**config.mk**
```make
export PLATFORM = sky130hd
export DESIGN_NAME = eth_rx_frame
export DESIGN_NICKNAME = d
export VERILOG_FILES = /design/src/rtl/eth_pkg.sv /design/src/rtl/eth_rx_frame_crc32_d8.sv /design/src/rtl/eth_rx_frame.sv
export SDC_FILE = /design/constraint.sdc
export NUM_CORES = 1
export LEC_CHECK = 0
export CAP_MARGIN = 10
export CORE_MARGIN = 1.5
export CORE_UTILIZATION = 57
export CTS_BUF_LIST = sky130_fd_sc_hd__clkbuf_8
export DETAILED_ROUTE_END_ITERATION = 12
export GPL_TIMING_DRIVEN = 0
export PLACE_DENSITY_LB_ADDON = 0.05
export SLEW_MARGIN = 20
export SYNTH_ARGS = -nofsm -noshare
export SYNTH_HDL_FRONTEND = slang
export SYNTH_SLANG_ARGS = --single-unit
```
**constraint.sdc**
```tcl
create_clock -name gmii_rxc -period 3.48 [get_ports gmii_rxc]
set_input_delay 0.87 -clock gmii_rxc [delete_from_list [all_inputs] [get_ports gmii_rxc]]
set_output_delay 0.87 -clock gmii_rxc [all_outputs]
set_load 0.02 [all_outputs]
```
**src/rtl/eth_pkg.sv**
```systemverilog
// Shared constants, FSM state type and the byte-wise CRC-32 step for the Ethernet datapath.
package eth_pkg;

  localparam logic [7:0]  ETH_PREAMBLE  = 8'h55;
  localparam logic [7:0]  ETH_SFD       = 8'hD5;

  localparam logic [31:0] CRC32_POLY    = 32'hEDB8_8320;
  localparam logic [31:0] CRC32_INIT    = 32'hFFFF_FFFF;
  localparam logic [31:0] CRC32_RESIDUE = 32'hDEBB_20E3;

  typedef enum logic [1:0] {
    ST_IDLE,
    ST_PREAMBLE,
    ST_DATA,
    ST_DROP
  } rx_state_t;

  // One byte of reflected CRC-32, data consumed LSB first.
  function automatic logic [31:0] crc32_next(input logic [31:0] crc, input logic [7:0] data);
    logic [31:0] c;
    // NOTE: blocking '=' is correct here: each bit step must see the previous
    // step's result within the same evaluation. Clocked state uses '<=' only.
    c = crc;
    for (int b = 0; b < 8; b++) begin
      if (c[0] ^ data[b]) c = (c >> 1) ^ CRC32_POLY;
      else                c = c >> 1;
    end
    return c;
  endfunction

endpackage

```
**src/rtl/eth_rx_frame_crc32_d8.sv**
```systemverilog
// crc32_d8: byte-wide CRC-32 register with synchronous init and enable.
// Kept generic so the transmit FCS generator can reuse it.
module crc32_d8
  import eth_pkg::*;
(
  input  logic        clk,
  input  logic        rst,
  input  logic        init,
  input  logic        en,
  input  logic [7:0]  data,
  output logic [31:0] crc
);

  logic [31:0] crc_nxt;

  assign crc_nxt = crc32_next(crc, data);

  always_ff @(posedge clk) begin
    if (rst)       crc <= '0;
    else if (init) crc <= CRC32_INIT;
    else if (en)   crc <= crc_nxt;
  end

endmodule

```
**src/rtl/eth_rx_frame.sv**
```systemverilog
// eth_rx_frame: GMII receive parser - strips preamble/SFD and FCS, checks length and
// (when ETH_RX_CRC_CHECK_EN is defined) CRC-32, and emits a sof/eof/err beat stream.
module eth_rx_frame
  import eth_pkg::*;
#(
  parameter int MIN_FRAME_LEN = 64,
  parameter int MAX_FRAME_LEN = 1518,
  parameter int CNT_W         = 16
) (
  input  logic             gmii_rxc,
  input  logic             rst,
  input  logic             gmii_rx_en,
  input  logic [7:0]       gmii_rxd,
  output logic [7:0]       rx_data,
  output logic             rx_valid,
  output logic             rx_sof,
  output logic             rx_eof,
  output logic             rx_err,
  output logic [CNT_W-1:0] good_frame_cnt,
  output logic [CNT_W-1:0] bad_frame_cnt
);

  localparam int BCNT_W  = $clog2(MAX_FRAME_LEN + 2);
  localparam int DLY_LEN = 5;  // four FCS bytes held back plus the byte being emitted
  localparam logic [BCNT_W-1:0] CNT_FIRST_BEAT = BCNT_W'(DLY_LEN);
  localparam logic [BCNT_W-1:0] CNT_MIN        = BCNT_W'(MIN_FRAME_LEN);
  localparam logic [BCNT_W-1:0] CNT_MAX        = BCNT_W'(MAX_FRAME_LEN);
  localparam logic [BCNT_W-1:0] CNT_SAT        = BCNT_W'(MAX_FRAME_LEN + 1);

  rx_state_t         state, state_nxt;
  logic [BCNT_W-1:0] byte_cnt;
  logic [7:0]        dly [DLY_LEN];
  logic              post_rst;
  logic              sfd_seen, data_push, frame_end, beat;
  logic              crc_bad, len_bad, frame_bad;

  always_comb begin
    // NOTE: default first, so every path assigns state_nxt and no latch is inferred.
    state_nxt = state;
    case (state)
      ST_IDLE:
        if (gmii_rx_en)
          state_nxt = (!post_rst && gmii_rxd == ETH_PREAMBLE) ? ST_PREAMBLE : ST_DROP;
      ST_PREAMBLE:
        if (!gmii_rx_en)                 state_nxt = ST_IDLE;
        else if (gmii_rxd == ETH_SFD)    state_nxt = ST_DATA;
        else if (gmii_rxd != ETH_PREAMBLE) state_nxt = ST_DROP;
      ST_DATA:
        if (!gmii_rx_en) state_nxt = ST_IDLE;
      ST_DROP:
        if (!gmii_rx_en) state_nxt = ST_IDLE;
      default:
        state_nxt = ST_IDLE;
    endcase
  end

  assign sfd_seen  = (state == ST_PREAMBLE) && gmii_rx_en && (gmii_rxd == ETH_SFD);
  assign data_push = (state == ST_DATA) && gmii_rx_en;
  assign frame_end = (state == ST_DATA) && !gmii_rx_en;
  assign beat      = (data_push || frame_end) && (byte_cnt >= CNT_FIRST_BEAT);
  assign len_bad   = (byte_cnt < CNT_MIN) || (byte_cnt > CNT_MAX);
  assign frame_bad = crc_bad || len_bad;

`ifdef ETH_RX_CRC_CHECK_EN
  logic [31:0] crc_q;

  crc32_d8 u_crc (
    .clk  (gmii_rxc),
    .rst  (rst),
    .init (sfd_seen),
    .en   (data_push),
    .data (gmii_rxd),
    .crc  (crc_q)
  );

  assign crc_bad = (crc_q != CRC32_RESIDUE);
`else
  assign crc_bad = 1'b0;
`endif

  always_ff @(posedge gmii_rxc) begin
    if (rst) begin
      state          <= ST_IDLE;
      post_rst       <= 1'b1;
      byte_cnt       <= '0;
      rx_data        <= '0;
      rx_valid       <= 1'b0;
      rx_sof         <= 1'b0;
      rx_eof         <= 1'b0;
      rx_err         <= 1'b0;
      good_frame_cnt <= '0;
      bad_frame_cnt  <= '0;
      // NOTE: the five-entry delay line is plain flops, so it is cleared with everything
      // else; a RAM-backed buffer would normally be left unreset.
      for (int i = 0; i < DLY_LEN; i++) dly[i] <= '0;
    end else begin
      state    <= state_nxt;
      post_rst <= 1'b0;

      rx_valid <= beat;
      rx_sof   <= beat && (byte_cnt == CNT_FIRST_BEAT);
      rx_eof   <= beat && frame_end;
      rx_err   <= beat && frame_end && frame_bad;
      if (beat) rx_data <= dly[DLY_LEN-1];

      if (sfd_seen)                            byte_cnt <= '0;
      else if (data_push && byte_cnt != CNT_SAT) byte_cnt <= byte_cnt + 1'b1;

      if (data_push) begin
        dly[0] <= gmii_rxd;
        for (int i = 1; i < DLY_LEN; i++) dly[i] <= dly[i-1];
      end

      // Runts never produce an eof beat but still count as bad frames.
      if (frame_end) begin
        if (byte_cnt < CNT_FIRST_BEAT || frame_bad) bad_frame_cnt  <= bad_frame_cnt + 1'b1;
        else                                         good_frame_cnt <= good_frame_cnt + 1'b1;
      end
    end
  end

endmodule

```
==> summary.md <==
| Metric | Value |
|---|---|
| Status | `finished clean` |
| Combinational Power Share | `0.035` |
| Multi-input logic area | `0.00177 sq mm` |
| Number of global-route vias before repair | `2881` |
| Clock Power Share | `0.363` |
| Post-CTS Hold Buffers | `0` |
| Mapped Cells | `403` |
| Final #Nets | `484` |
| Gr usage total | `0.216` |
| Synth unique cells | `49` |
| Post-Syn Nets | `418` |
| RD Place Congestion | `0.829` |
| Worst-case clock buffer depth | `2` |
| Post-route ant nets | `0` |
| Max stage delay on crit path | `0.54 ns` |
| Die X | `89.2 microns` |
| Reg area | `0.00236 sq mm` |
| Vias | `3159` |
| DIE AREA | `0.00796 sq mm` |
| DR iter-0 viols | `192` |
| I/O Buffers | `54` |
| FF-to-FF End | `bad_frame_cnt[3]` |
| Cts repair resizes | `0` |
| Core footprint | `0.00721 sq mm` |
| Seq/Total Area, Yosys | `0.557` |
| Leakage power | `1.71 nW` |
| P per Cell Area | `399 mW/mm^2` |
| Register-to-register setup slack | `0.81 ns` |
| Clk Tree Root Cell | `clkbuf_8` |
| Drt pass-1 iters | `4` |
| Starting Density | `0.588` |
| Critical Path Source Type | `primary input` |
| Total overflow reported by the global router | `0` |
| Crit path kind | `primary input to flip-flop` |
| WL/cell | `14.2 microns` |
| Clk_skew | `0.0169 ns` |
| Most frequent cells in the layout | `dfxtp_1 (58), clkdlybuf4s50_1 (54), nor2_1 (49)` |
| CP Data Required Time | `3.74 ns` |
| Crit Reg-Reg Startpoint | `byte_cnt[6]` |
| Sequential Power Share | `0.601` |
| Worst Tran Pin Value | `0.931 ns` |
| Sw Share | `0.225` |
| R2R cell count | `7` |
| Placed cell areas | `0.00493 sq mm` |
| Max_slew headroom | `0.374` |
| Critical path buffer and inverter count | `1` |
| CP Cell Sequence | `clkdlybuf4s50_1 -> nor3b_2 -> nand2_1 -> a2111oi_4 -> or3b_1 -> mux2_4` |
| First-pass GRT wire length | `13000 microns` |
| Slew Limit Fails | `0` |
| Vias/cell | `5.51` |
| Period Utilization, post-route | `0.879` |
| Internal | `1.59 mW` |
| Most common cell after layout, fill and taps aside | `dfxtp_1` |
| Initial antenna violation count | `0` |
| Die H | `89.2 microns` |
| Max VDD drop | `0.226 mV` |
| Post-synthesis average cell area | `10.5 sq um` |
| Largest net degree at the start of global routing | `23` |
| Htree depth | `3` |
| Sink Count | `98` |
| Yosys reg bits | `98` |
| Crit-path slowest cell | `nor3b_2` |
| Setup Viol. Count Final | `0` |
| Yosys warns | `0` |
| Fraction of layout cells with a size suffix above 1 | `0.0549` |
| Fillers | `602` |
| Worst hold path depth | `2` |
| Final routed DRC violation total | `0` |
| Crit path DAT | `3.31 ns` |
| Cts bufs inserted | `9` |
| Detail Placement HPWL | `5710 microns` |
| I/O pin count | `55` |
| Worst Path Max Fanout | `7` |
| Fmax | `327 MHz` |
| Cell family with most CP delay | `simple AND/OR/NAND/NOR gates` |
| CP Capture Type | `flip-flop` |
| Postcts setup bufs | `0` |
| Ys async rst share | `0` |
| Ant. Diodes | `0` |
| CTS tree | `done` |
| Max cap viols | `0` |
| Worst hold margin | `0.498 ns` |
| Clock transition at path regs | `0.10 ns` |
| Setup total negative slack | `0 ns` |
| Area Growth Syn to Fin | `21.1%` |
| Routed WL | `8130 microns` |
| Sw Pwr | `461 uW` |
| Final Cell Area | `0.00513 sq mm` |
| Clock Latency Late Sink | `0.36 ns` |
| Tot Pwr | `2.05 mW` |
| Worst Hold Path EP | `rx_data[6]` |
| Hold wc startpoint | `dly[4][6]` |
| Post-synth EDFFs | `40` |
| Primary FF master, synth | `dfxtp_1` |
| HP Class | `flip-flop to flip-flop` |
| # rows | `31` |
| Mapped cell area | `0.00424 sq mm` |
| Endpoints failing hold | `0` |
| RSZ-0062 raised after global routing | `false` |
| Crit path time final | `3.06 ns` |
## power by group through the flow
stage                     clock [mW]  combinational (mW)  sequential, mW
final                          0.745              0.0725            1.23
after global routing           0.800              0.0806            1.24
after CTS                      0.756              0.0735            1.23
after detailed placement           0              0.0729            1.26
after global placement             0              0.0652            1.26
after floorplan                    0              0.0382            1.26
## flip-flops by register name, indices dropped and copies added (netlist names)
name / cells
state: 2
rx_valid: 1
rx_err: 1
byte_cnt: 11
rx_sof: 1
rx_data: 8
dly: 40
post_rst: 1
bad_frame_cnt: 16
rx_eof: 1
good_frame_cnt: 16
## tightest hold or removal path, cell delays in order, from the launching register on
cell and delay (ns):
edfxtp_1 0.34, mux2i_1 0.06, nor2_1 0.07
## how the worst max path moves through the flow
stage                           from                end  slack [ns]  cells past startpoint
after floorplan                  rst          dly[0][0]        0.63                      3
after global placement           rst          dly[4][4]       -0.57                      4
after detailed placement  gmii_rx_en  bad_frame_cnt[15]        0.06                      6
after CTS                        rst          dly[2][7]        0.46                      5
after global routing      gmii_rx_en  bad_frame_cnt[15]        0.30                      6
final                     gmii_rx_en  bad_frame_cnt[15]        0.42                      6
## synth_stat cells, types with 7 or more instances
master / count / share of area
a21oi_1: 16 / 0.019
and2_1: 41 / 0.061
clkbuf_1: 17 / 0.015
dfxtp_1: 58 / 0.27
edfxtp_1: 40 / 0.28
inv_1: 8 / 0.0071
mux2i_1: 10 / 0.024
nand2_1: 18 / 0.016
nand3_1: 14 / 0.017
nand4_1: 8 / 0.012
nor2_1: 49 / 0.043
nor2b_1: 7 / 0.010
nor4_1: 7 / 0.010
or3_1: 7 / 0.010
xnor2_1: 20 / 0.041
## per-stage QoR
stage | utilization | instances | worst slack (ns)
4_1_cts | 0.712 | 573 | 0.455
6_report | 0.712 | 573 | 0.421
5_1_grt | 0.712 | 573 | 0.299
3_5_place_dp | 0.684 | 557 | 0.0627
3_3_place_gp | 0.680 | 556 | -0.568
2_1_floorplan | - | 403 | 0.632
## kinds of logic (layout without fill, tap and decap cells)
family,after synthesis,after routing,share of synthesized area
and+or+nand+nor,188,188,0.244
DFF,98,98,0.557
AOI/OAI and AO/OA,47,47,0.0770
buffers and inverters,29,100,0.0263
xor gates and xnor gates,21,21,0.0434
muxes,16,16,0.0404
adders and majority gates,4,4,0.0118
## cell type report
| type | instances | area share |
|---|---|---|
| multi-input cells | 276 | 0.344 |
| flip-flops and latches | 98 | 0.460 |
| clock buffers | 9 | 0.0241 |
| inverters | 8 | 0.00585 |
| well taps | 99 | 0.0241 |
| clock inverters | 7 | 0.0149 |
| repair buffers | 55 | 0.111 |
| plain buffers | 21 | 0.0158 |
## metal layers
layer / part of all wire / up-vias / wire length (microns) / track usage
li1: - / 1561 / - / -
met1: 0.44 / 1490 / 3590 / 0.270
met2: 0.49 / 90 / 4020 / 0.360
met3: 0.041 / 18 / 333 / 0.0314
met4: 0.023 / 0 / 184 / 0.117
met5: 0 / - / 0 / 0
Power figures use the tool's default switching activity.
